File: src/rtl/inst_fetch.sv
// rtl/inst_fetch.sv - instruction fetch: PC generation, 1-cycle imem requests, output FIFO, redirect/flush
// Optional perf counters enabled by defining FETCH_PERF_EN.
module inst_fetch #(
    parameter logic [31:0] RESET_PC = 32'h0000_0000,
    parameter int          DEPTH    = 2
) (
    input  logic        clk,
    input  logic        rst,
    input  logic        en,
    input  logic        redirect_valid,
    input  logic [31:0] redirect_pc,
    output logic        imem_req,
    output logic [31:0] imem_addr,
    input  logic [31:0] imem_rdata,
    output logic        inst_valid,
    input  logic        inst_ready,
    output logic [31:0] inst_out,
    output logic [31:0] pc_out
`ifdef FETCH_PERF_EN
    ,
    output logic [31:0] perf_fetch_cnt,
    output logic [31:0] perf_stall_cnt
`endif
);

    localparam int AW = (DEPTH > 1) ? $clog2(DEPTH) : 1;
    localparam int CW = $clog2(DEPTH + 1);

    typedef enum logic {
        IDLE = 1'b0,
        RUN  = 1'b1
    } state_t;

    state_t        state;
    state_t        state_nxt;
    logic [31:0]   pc;
    logic          inflight;
    logic [31:0]   inflight_pc;
    logic [31:0]   fifo_inst [DEPTH];
    logic [31:0]   fifo_pc   [DEPTH];
    logic [AW-1:0] wptr;
    logic [AW-1:0] rptr;
    logic [CW-1:0] count;
    logic [CW:0]   occupancy;
    logic          pop;
    logic          push;
    logic          issue;
    logic          unused_pc_lsbs;

    assign unused_pc_lsbs = ^redirect_pc[1:0];

    always_comb begin
        state_nxt = state;
        case (state)
            IDLE:    if (en)  state_nxt = RUN;
            RUN:     if (!en) state_nxt = IDLE;
            default: state_nxt = IDLE;
        endcase
    end

    // Slots reserved = stored entries plus the word still coming back from memory.
    always_comb begin
        occupancy = {1'b0, count} + {{CW{1'b0}}, inflight};
        pop       = (count != '0) && inst_ready;
        push      = inflight && !redirect_valid;
        issue     = (state == RUN) && en && !redirect_valid &&
                    ((occupancy < (CW+1)'(DEPTH)) || pop);
    end

    always_ff @(posedge clk or negedge rst) begin
        if (!rst) begin
            state       <= IDLE;
            pc          <= RESET_PC;
            inflight    <= 1'b0;
            inflight_pc <= '0;
            wptr        <= '0;
            rptr        <= '0;
            count       <= '0;
        end else begin
            state <= state_nxt;
            if (redirect_valid) begin
                pc       <= {redirect_pc[31:2], 2'b00};
                inflight <= 1'b0;
                wptr     <= '0;
                rptr     <= '0;
                count    <= '0;
            end else begin
                if (issue) begin
                    pc          <= pc + 32'd4;
                    inflight_pc <= pc;
                end
                inflight <= issue;
                if (push) wptr <= wptr + 1'b1;
                if (pop)  rptr <= rptr + 1'b1;
                count <= count + CW'(push) - CW'(pop);
            end
        end
    end

    always_ff @(posedge clk) begin
        if (push) begin
            fifo_inst[wptr] <= imem_rdata;
            fifo_pc[wptr]   <= inflight_pc;
        end
    end

    assign imem_req   = issue;
    assign imem_addr  = pc;
    assign inst_valid = (count != '0);
    // Gate the head to zero when empty so stale entries never leak out.
    assign inst_out   = inst_valid ? fifo_inst[rptr] : 32'h0;
    assign pc_out     = inst_valid ? fifo_pc[rptr]   : 32'h0;

`ifdef FETCH_PERF_EN
    always_ff @(posedge clk or negedge rst) begin
        if (!rst) begin
            perf_fetch_cnt <= '0;
            perf_stall_cnt <= '0;
        end else begin
            if (pop)                      perf_fetch_cnt <= perf_fetch_cnt + 32'd1;
            if (inst_valid && !inst_ready) perf_stall_cnt <= perf_stall_cnt + 32'd1;
        end
    end
`endif

    a_no_overflow: assert property (@(posedge clk) disable iff (!rst)
        !(push && (count == CW'(DEPTH)) && !pop));

endmodule

File: config.mk
export PLATFORM = sky130hd
export DESIGN_NAME = inst_fetch
export DESIGN_NICKNAME = d
export VERILOG_FILES = /design/src/rtl/inst_fetch.sv
export SDC_FILE = /design/constraint.sdc
export NUM_CORES = 1
export LEC_CHECK = 0
export CAP_MARGIN = 20
export CORE_MARGIN = 4
export CORE_UTILIZATION = 51
export CTS_BUF_LIST = sky130_fd_sc_hd__clkbuf_8 sky130_fd_sc_hd__clkbuf_16
export DETAILED_ROUTE_END_ITERATION = 16
export PLACE_DENSITY = 0.77
export SLEW_MARGIN = 25
export SYNTH_ARGS = -nofsm -noshare
export SYNTH_HDL_FRONTEND = slang
export SYNTH_SLANG_ARGS = --single-unit
File: constraint.sdc
create_clock -name clk -period 5.4 [get_ports clk]
set_input_delay 1.35 -clock clk [delete_from_list [all_inputs] [get_ports clk]]
set_output_delay 1.35 -clock clk [all_outputs]
set_load 0.005 [all_outputs]
; Word level (Yosys, flattened, before mapping)
; Memory sizes are Yosys's and may differ from the RTL's.
; Cells that the tools add are included.
[classes]
n_mux = 13
n_reduce_logical = 12
order_cmp = 1
bitwise_logic = 1
addsub = 6
[ops]
columns = operator, n
row1 = two-way mux 32 bit, 4
row2 = "adder 32 x 3 -> 32 bit, second input constant", 1
row3 = two-way mux 1 bit, 8
row4 = nonzero test 2 bit, 4
row5 = logical AND 1 bit, 5
row6 = adder 2 x 1 -> 3 bit, 1
row7 = "< comparator 3 x 2 -> 1 bit, second input constant", 1
row8 = "adder 1 bit, second input constant", 2
row9 = adder 2 x 1 -> 2 bit, 1
row10 = two-way mux 2 bit, 1
row11 = AND reduction 2 bit, 1
row12 = subtractor 2 x 1 -> 2 bit, 1
row13 = logical NOT 1 bit, 1
row14 = logical OR 1 bit, 1
row15 = inverter 1 bit, 1
[word_totals]
input_bits = 69
memories = 2
register_bits = 70
ram_bits = 128
output_inout_bits = 98
[mem_list]
columns = memory, depth, width, rd, rd_clocked_by_memory_dff, wr, line
row1 = fifo_inst, 2, 32, 1, 0, 1, 39  ; logic [31:0] fifo_inst [DEPTH];
row2 = fifo_pc, 2, 32, 1, 0, 1, 40  ; logic [31:0] fifo_pc [DEPTH];

; Logic depth before layout (Yosys ltp)
; Gate-level depths: netlist of the first run.
[logic_depth]
ltp_word = 6
mapped_depth = 7
ltp_nobuf = 7

; Least setup slack after synthesis of the first run
; Ideal clock, no wire load.
[synth_timing]
path_kind = input -> register
start = input redirect_valid
end = memory fifo_inst[0][0] (enable)
arrival_time_ps = 4508
stages = 3
slack_ps = 402
cell_sequence = clkbuf_1 nor2b_1 nor2b_1
[synth_via]
elab_chain_len = 4
[synth_lines]
columns = element, line
row1 = "start, declared", 10  ; input logic redirect_valid,
row2 = logical NOT 1 bit, 65  ; push = inflight && !redirect_valid;
row3 = logical AND 1 bit, 65
row4 = two-way mux 1 bit, 101  ; if (push) begin
row5 = two-way mux 1 bit (implied by the code), 102  ; fifo_inst[wptr] <= imem_rdata;
row6 = "end, declared", 39
; No other way between the ends.

; Worst setup path after layout of the first run
[layout_timing]
start = input inst_ready
end = output imem_req
[layout_via]
elab_chain_len = 3
[layout_lines]
columns = element, line
row1 = "start, declared", 16  ; input logic inst_ready,
row2 = logical AND 1 bit, 64  ; pop = (count != '0) && inst_ready;
row3 = logical OR 1 bit, 67  ; ((occupancy < (CW+1)'(DEPTH)) || pop);
row4 = logical AND 1 bit, 66  ; issue = (state == RUN) && en && !redirect_valid &&
row5 = "end, declared", 12  ; output logic imem_req,
; No other way between the ends.

==> run summary, run 1 <==
Sw Share: 24.9%
Post-CTS Setup Bufs: 0
Leak: 3.60 nW
Comb power frac: 15.0%
Clock latency at the later pin of the worst-skew pair: 430 ps
DP Worst Slack: 792 ps
Antenna viol nets, final: 0
Core Box Area: 15300 um2
Hold endpoint: fifo_pc[1][31]
Min Hold Slack: 467 ps
Finished Layout Cells: 963
Least-Margin Pin Slew: 898 ps
Final instance area: 10400 um2
Fin. max-slew vios: 0
WS Path Type: input port to primary output
Worst Hold Depth: 0
Final HPWL DP: 11800 um
Site Rows: 45
Cell taking the most area after synthesis: edfxtp_1
Reg-to-reg slack, setup: 3130 ps
Die X-Extent: 133 um
Total global routing overflow: 0
Placed cells: 931
Die Height: 133 um
Initial antenna violation count: 0
Final setup fails: 0
Synth area leaders: edfxtp_1, dfrtp_1, mux2i_1
Maxcap violations: 0
Mean Syn Cell Area: 13.8 um2
Dpl cell area: 9820 um2
H-tree depth: 4
CTS Hold Bufs: 0
Max_slew headroom: 40.1%
Clock share of power: 35.7%
Hold_sp: inflight_pc[31]
CTS tree: done
Sequential share of power: 49.3%
Post-cts sizing count: 0
DR DRC count: 0
Syn-to-layout area delta: 30.0%
FF-to-FF End: fifo_inst[0][11]
Final nets: 810
CP delay by family, top: buffers and inverters
Largest net degree at the start of global routing: 63
Slowest CP cell: clkdlybuf4s50_1
RSZ-0062 raised after global routing: false
Post-route setup TNS: 0 ps
Critical Path Most Common Cell: clkdlybuf4s50_1
# IOs: 167
CP max FO: 15
CTS buffer count: 17
Share of layout cells above drive strength 1: 11.3%
Buffers & Inverters on Critical Path: 3
CP arrival: 3270 ps
Final Hold Fails: 0
Port bufs: 160
Clk sinks: 190
Cell area after synthesis: 8030 um2
Post-layout min period: 4620 ps
Number of synthesized flops with an enable pin: 124
Max incr delay on CP: 850 ps
Fin crit share: 85.6%
Ys Warns: 0
Vias: 5283
Post-synthesis sequential area ratio: 67.0%
Startpoint types: input port
First-pass GRT wire length: 28000 um
Die area: 17800 um2
Worst R2R Start: inflight
Synth top area share: 46.4%
Maximum VDD drop: 0.243 mV
Post-synth ARST share: 34.7%
CTS clk-pin slew, worst paths: 70 ps
Cell count after synthesis: 583
Skew final: 9.22 ps
CTS root buffer: clkbuf_16
FF+latch count, synth: 190
CP endpoint kind: primary output
R2R cell count: 3
Hold Path Class: flop to flop
Routed wire length: 17600 um
WL/cell: 18.3 um
Via count of the first global-routing pass: 5357
Crit-path cells: clkdlybuf4s50_1 -> o21ai_1 -> nand2b_2 -> inv_1 -> clkdlybuf4s50_1
Initial Util: 52.4%
Max Clk Rate: 216 MHz
GRT Total Usage: 20.2%
Initial DRC count: 321
Psw: 0.000899 W
Gpl congestion: 0.811
Top_reg_cell synth: edfxtp_1
DRT Pass-1 Iters: 5
Distinct cells, synth: 55
Slack of the critical path: 779 ps
Status: finished clean
Avg Vias per Cell: 5.49
Setup crit start: inst_ready
Critical Path RT: 4050 ps
Power Density: 346 nW/um2
CTS Buffer Depth: 2
Antenna cells: 0
P_int: 0.00272 W
## kinds of logic (layout without fill, tap and decap cells)
family,Yosys count,in the layout,synth area share [%]
XOR/XNOR,11,11,1.20
AND/OR/NAND/NOR,176,176,10.9
multiplexers,93,93,12.1
other,1,4,0.0467
adder cells (fa/ha/maj),2,2,0.312
AO/OA/AOI/OAI,68,68,5.95
buffers and inverters,42,208,2.59
flip-flops,190,190,67.0
## area by class of cell
class	count	area, um2
fill	1129	4880
timing repair buffer	168	1670
multi-input combinational	354	2470
tap	211	264
clock buffer	20	489
inverter	8	30.0
sequential	190	5380
clock inverter	12	129
## worst max path at each step
stage,slack (ps),to,cells past startpoint
after detailed placement,790,imem_req,5
after CTS,770,imem_req,5
after global routing,670,imem_req,5
final,780,imem_req,5
after floorplan,400,fifo_inst[0][0],3
after global placement,840,imem_req,5
## cells in the final DEF (no fill, tap or decap), drive strengths merged, types with 3 or more instances in the layout
cell type	instances
xnor2	3
nand4	7
or4	13
o2111ai	6
inv	17
buf	9
nor2b	7
and2	5
nand2	17
conb	4
clkbuf	20
clkdlybuf4s50	159
and3	4
o21ai	17
o31ai	13
nand3	12
or3	9
dfrtp	66
a31oi	17
mux2i	63
and4	5
edfxtp	124
o211ai	4
nor2	88
mux2	30
xor2	8
a22oi	3
## layer usage
layer	GRT usage, %	up-vias	routed length (um)
met3	3.89	14	956
li1	-	2479	-
met1	26.9	2616	7580
met2	34.0	174	8890
met4	6.17	0	192
met5	0	-	0
## state kept, by name, summed over array words and instances (netlist names)
register and cells:
count 2, imem_addr 30, fifo_pc 60, inflight_pc 30
state 1, fifo_inst 64, wptr 1, rptr 1
inflight 1
## power groups by stage
| stage | Combinational (W) | Sequential, W | Clock, W |
|---|---|---|---|
| after floorplan | 0.000274 | 0.00177 | 0 |
| after global placement | 0.000517 | 0.00182 | 0 |
| after detailed placement | 0.000550 | 0.00181 | 0 |
| after CTS | 0.000551 | 0.00178 | 0.00130 |
| after global routing | 0.000595 | 0.00180 | 0.00137 |
| final | 0.000543 | 0.00178 | 0.00129 |
## synthesized netlist by cell type, types with 2 or more instances
cell type,count
a22oi_1,3
a31oi_1,17
and2_1,3
and2_2,2
and3_1,4
and4_1,3
and4_2,2
buf_1,7
buf_2,5
buf_4,4
buf_6,2
clkbuf_1,13
dfrtp_1,66
dlygate4sd1_1,2
edfxtp_1,124
ha_1,2
inv_1,7
mux2_2,29
mux2i_1,63
nand2_1,17
nand2b_1,2
nand3_1,11
nand4_1,7
nor2_1,88
nor2b_1,7
o2111ai_1,6
o211ai_1,3
o21ai_0,16
o31ai_1,13
or2_2,2
or3_1,8
or4_1,13
xnor2_1,3
xor2_1,8
## metrics by stage
stage                     util, %  power, W
final                        68.1   0.00361
after global routing         68.1   0.00376
after CTS                    68.1   0.00363
after detailed placement     64.1   0.00236
after global placement       64.0   0.00234
after floorplan                 -   0.00204
Note: power is estimated with default switching activity, not from simulation.
==> run 2, diff against run 1 <==
--- a/config.mk
+++ b/config.mk
@@ -7,10 +7,11 @@
 export LEC_CHECK = 0
 export CAP_MARGIN = 20
 export CORE_MARGIN = 4
-export CORE_UTILIZATION = 51
+export CORE_UTILIZATION = 60
 export CTS_BUF_LIST = sky130_fd_sc_hd__clkbuf_8 sky130_fd_sc_hd__clkbuf_16
 export DETAILED_ROUTE_END_ITERATION = 16
-export PLACE_DENSITY = 0.77
+export DONT_BUFFER_PORTS = 1
+export PLACE_DENSITY = 0.73
 export SLEW_MARGIN = 25
 export SYNTH_ARGS = -nofsm -noshare
 export SYNTH_HDL_FRONTEND = slang
==> run 2 against run 1 <==
  * Flip-flop and latch count did not move
  * Design area fell by 16%
  * Via count fell by 12%
  * Routed wire length fell by 10%
  * Clock power fell by 8%
  * Combinational power fell by 43%
  * Critical path depth did not move
  * Non-clock buffer count fell by 162
  * Utilization fell by 0.39 points
  * Clock skew fell by 4.7 ps
  * Die area fell by 14%
  * Cell count fell by 21%
  * Critical endpoint unchanged
  * Highest routed layer unchanged
==> run summary, run 2 (synthesis results as in run 1) <==
Critical Path RT: 4050 ps (about the same)
Skew final: 4.51 ps (-4.71 ps)
DRT Pass-1 Iters: 4 (-1)
Slowest CP cell: buf_4
Syn-to-layout area delta: 8.68%
Largest net degree at the start of global routing: 67 (+6.3%)
Antenna cells: 0 (unchanged)
Core Box Area: 12900 um2 (-16%)
Initial Util: 62.3% (+9.9 points)
Final instance area: 8720 um2 (-16%)
Least-Margin Pin Slew: 633 ps (-265 ps)
Total global routing overflow: 0 (unchanged)
Largest register FFs: 64 (unchanged)
Clock latency at the later pin of the worst-skew pair: 420 ps (about the same)
Initial DRC count: 282 (-12%)
Post-CTS Setup Bufs: 0 (unchanged)
Status: finished clean
Final HPWL DP: 10400 um (-12%)
Die Height: 124 um (-7.3%)
Dpl cell area: 8140 um2 (-17%)
H-tree depth: 4 (unchanged)
Vias: 4631 (-12%)
CP delay by family, top: buffers and inverters
Leak: 2.96 nW (-18%)
RSZ-0062 raised after global routing: false
Maximum VDD drop: 0.289 mV (+19%)
Die X-Extent: 124 um (-7.3%)
Fin crit share: 69.8% (-16 points)
WL/cell: 20.7 um (+13%)
Share of layout cells above drive strength 1: 13.2% (+1.9 points)
Max Clk Rate: 265 MHz (+23%)
Antenna viol nets, final: 0 (unchanged)
CP max FO: 32 (+17)
Final setup fails: 0 (unchanged)
Initial antenna violation count: 0 (unchanged)
Fin. max-slew vios: 0 (unchanged)
Via count of the first global-routing pass: 4593 (-14%)
Gpl congestion: 0.823 (+1.5%)
Crit-path cells: and2_1 -> o21ai_1 -> nand2b_2 -> buf_4 -> inv_1
Post-layout min period: 3770 ps (-851 ps)
CP arrival: 2420 ps (-850 ps)
Site Rows: 41 (-8.9%)
DR DRC count: 0 (unchanged)
Buffers & Inverters on Critical Path: 2 (-1)
CTS Hold Bufs: 0 (unchanged)
Maxcap violations: 0 (unchanged)
Startpoint types: input port
Top Registers: fifo_inst (64), fifo_pc (60)
Avg Vias per Cell: 6.08 (+11%)
CTS Buffer Depth: 2 (unchanged)
CTS tree: done
Routed wire length: 15800 um (-10%)
WS Path Type: input port to primary output
Die area: 15300 um2 (-14%)
Max_slew headroom: 57.8% (+18 points)
CTS root buffer: clkbuf_16
CTS buffer count: 17 (unchanged)
Hold Path Class: flop to flop
Post-cts sizing count: 0 (unchanged)
CTS clk-pin slew, worst paths: 60 ps (about the same)
Top reg by flops: fifo_inst
GRT Total Usage: 20.8% (+0.56 points)
Final nets: 648 (-20%)
Final Hold Fails: 0 (unchanged)
Port bufs: 0 (-100%)
Post-route setup TNS: 0 ps (unchanged)
Clk sinks: 190 (unchanged)
First-pass GRT wire length: 23900 um (-15%)
Commonest non-fill, non-tap cell in the layout: edfxtp_1
Max incr delay on CP: 400 ps (-450 ps)
Most frequent cells in the layout: edfxtp_1, nor2_1, dfrtp_1
Power Density: 377 nW/um2 (+8.9%)
Final Power: 0.00329 W (-9.0%)
CP endpoint kind: primary output
# IOs: 167 (unchanged)
## run 2: cell type report
type,count,area [um2]
Clock inverter,15,141
Multi-Input combinational cell,354,2470
Tap cell,172,215
Inverter,8,30.0
Clock buffer,17,425
Sequential cell,190,5380
Fill cell,938,4150
Timing Repair Buffer,6,57.6
## run 2: metal layers
layer,track usage (%),up-vias,share of wire (%)
li1,-,2158,-
met1,25.1,2279,40
met2,34.9,165,50
met3,5.86,29,7.7
met4,9.20,0,2.4
met5,0,-,0
## run 2: final timing paths
kind | from | endpoint | slack (ps) | depth (start not counted)
setup / recovery | en | imem_req | 1630 | 5
hold / removal | inflight_pc[29] | fifo_pc[0][29] | 470 | 0
setup reg to reg | count[1] | count[1] | 2960 | 8
hold reg to reg | inflight_pc[29] | fifo_pc[0][29] | 470 | 0
max in group asynchronous | rst | imem_addr[20] | 4680 | 0
min in group asynchronous | rst | inflight_pc[2] | 620 | 0
## run 2: power breakdown
| part | internal, W | switching (W) |
|---|---|---|
| sequential | 0.00168 | 0.000114 |
| clock | 0.000678 | 0.000511 |
| combinational | 0.000138 | 0.000169 |
## run 2: through the flow
step / instances / hold slack [ps] / util [%] / setup slack (ps)
finish: 762 / 468 / 67.7 / 1630
detailed placement: 729 / 453 / 63.2 / 1620
CTS: 761 / 468 / 67.6 / 1620
global route: 762 / 476 / 67.7 / 1570
floorplan: 586 / 437 / - / 402
global placement: 729 / 444 / 63.2 / 1680
==> run 3, diff against run 2 <==
==> constraint.sdc (replaced) <==
create_clock -name clk -period 3.85 [get_ports clk]
set_input_delay 0.9625 -clock clk [delete_from_list [all_inputs] [get_ports clk]]
set_output_delay 0.9625 -clock clk [all_outputs]
set_load 0.005 [all_outputs]
==> run 3 against run 2 <==
  * Clock power up 33%
  * Setup slack worse by 730 ps
  * Non-clock buffer count unchanged
  * Clock skew up 3.7 ps
  * Flip-flop and latch count unchanged
  * Critical endpoint is now pc_out[18]
==> run summary, run 3 (synthesis results as in run 1) <==
WL/cell: 20.7 um (-0.18%)
Skew final: 8.23 ps (+3.72 ps)
RSZ-0062 raised after global routing: false
Least-Margin Pin Slew: 854 ps (+221 ps)
Top Registers: fifo_inst (64), fifo_pc (60)
Crit-path cells: buf_12 -> mux2i_1 -> nor2_1
Top reg by flops: fifo_inst
CTS Hold Bufs: 0 (unchanged)
Gpl congestion: 0.814 (-1.1%)
Avg Vias per Cell: 6.12 (+0.78%)
CP max FO: 39 (+22%)
Largest net degree at the start of global routing: 67 (unchanged)
CTS buffer count: 17 (unchanged)
H-tree depth: 4 (unchanged)
Total global routing overflow: 0 (unchanged)
Maximum VDD drop: 0.258 mV (-11%)
Post-CTS Setup Bufs: 0 (unchanged)
Die area: 15300 um2 (unchanged)
Final HPWL DP: 10500 um (+0.56%)
Status: finished clean
CP endpoint kind: primary output
DP Worst Slack: 1270 ps (-356 ps)
Startpoint types: flop
CTS root buffer: clkbuf_16
Placed cells: 730 (+0.14%)
Clk sinks: 190 (unchanged)
Max Clk Rate: 339 MHz
WS Path Type: flop to primary output
Max_slew headroom: 43.1% (-15 points)
Slack of the critical path: 904 ps (-726 ps)
Die Height: 124 um (unchanged)
Initial DRC count: 289 (+2.5%)
Site Rows: 41 (unchanged)
DR DRC count: 0 (unchanged)
Vias: 4667 (+0.78%)
Finished Layout Cells: 762 (unchanged)
Final Util: 67.7% (about the same)
CTS clk-pin slew, worst paths: 70 ps (about the same)
Antenna viol nets, final: 0 (unchanged)
Die X-Extent: 124 um (unchanged)
DRT Pass-1 Iters: 4 (unchanged)
Fillers: 931 (-0.75%)
Critical Path RT: 2890 ps (-1160 ps)
Syn-to-layout area delta: 8.62% (about the same)
Port bufs: 0 (unchanged)
Final Hold Fails: 0 (unchanged)
CP delay by family, top: flip-flops
CTS tree: done
Most frequent cells in the layout: edfxtp_1, nor2_1, dfrtp_1
CP arrival: 1980 ps (-440 ps)
Fin crit share: 76.5%
Via count of the first global-routing pass: 4566 (-0.59%)
Routed wire length: 15700 um (-0.18%)
Slowest CP cell: dfrtp_4
Maxcap violations: 0 (unchanged)
Power Density: 520 nW/um2 (+38%)
Share of layout cells above drive strength 1: 12.7% (-0.51 points)
Final Power: 0.00453 W (+38%)
Antenna cells: 0 (unchanged)
First-pass GRT wire length: 24100 um (+0.72%)
Post-route setup TNS: 0 ps (unchanged)
Commonest non-fill, non-tap cell in the layout: edfxtp_1
Final setup fails: 0 (unchanged)
Clock latency at the later pin of the worst-skew pair: 420 ps (about the same)
Fin. max-slew vios: 0 (unchanged)
Initial Util: 62.3% (unchanged)
GRT Total Usage: 21.1% (+0.31 points)
Largest register FFs: 64 (unchanged)
Final nets: 648 (unchanged)
Post-layout min period: 2950 ps
Initial antenna violation count: 0 (unchanged)
Post-cts sizing count: 0 (unchanged)
Hold Path Class: input port to asynchronous set/reset pin
CTS Buffer Depth: 2 (unchanged)
# IOs: 167 (unchanged)
Buffers & Inverters on Critical Path: 1 (-1)
Max incr delay on CP: 920 ps (+520 ps)
Core Box Area: 12900 um2 (unchanged)
Leak: 2.95 nW (-0.36%)
==> run 3: path summary, 6_finish.rpt <==
| path | cells past startpoint | from | to | slack, ps |
|---|---|---|---|---|
| min | 0 | rst | inflight_pc[10] | 230 |
| max | 3 | rptr | pc_out[18] | 900 |
| min reg2reg | 0 | inflight_pc[28] | fifo_pc[0][28] | 470 |
| min in group clk | 0 | inflight_pc[28] | fifo_pc[0][28] | 470 |
| max in group asynchronous | 0 | rst | inflight_pc[19] | 3500 |
| max reg2reg | 5 | count[0] | inflight_pc[27] | 1660 |
==> run 3: through the flow <==
step / area [um2] / hold WS, ps
floorplan: 8040 / 437
global placement: 8180 / 445
detailed placement: 8180 / 454
CTS: 8720 / 212
global route: 8720 / 200
finish: 8720 / 229
==> run 3: cell type report <==
| type | count | area (um2) | share of cell area (%) |
|---|---|---|---|
| Clock inverter | 15 | 111 | 1.28 |
| Inverter | 8 | 30.0 | 0.344 |
| Clock buffer | 17 | 425 | 4.88 |
| Timing Repair Buffer | 6 | 82.6 | 0.947 |
| Multi-Input combinational cell | 354 | 2470 | 28.4 |
| Sequential cell | 190 | 5380 | 61.7 |
| Tap cell | 172 | 215 | 2.47 |
==> run 3: per-layer routing <==
metal,track usage (%),part of all wire [%]
met1,24.9,39
met4,9.48,2.2
met2,34.9,50
met5,0,0
met3,7.40,9.4
==> run 3: report_power, final <==
group          switching (W)  leakage [nW]  total [W]  internal (W)
Sequential          0.000166          1.88    0.00252       0.00236
Combinational       0.000228         0.808   0.000430      0.000202
Clock               0.000704         0.262    0.00158      0.000874
Total                0.00110          2.95    0.00453       0.00343
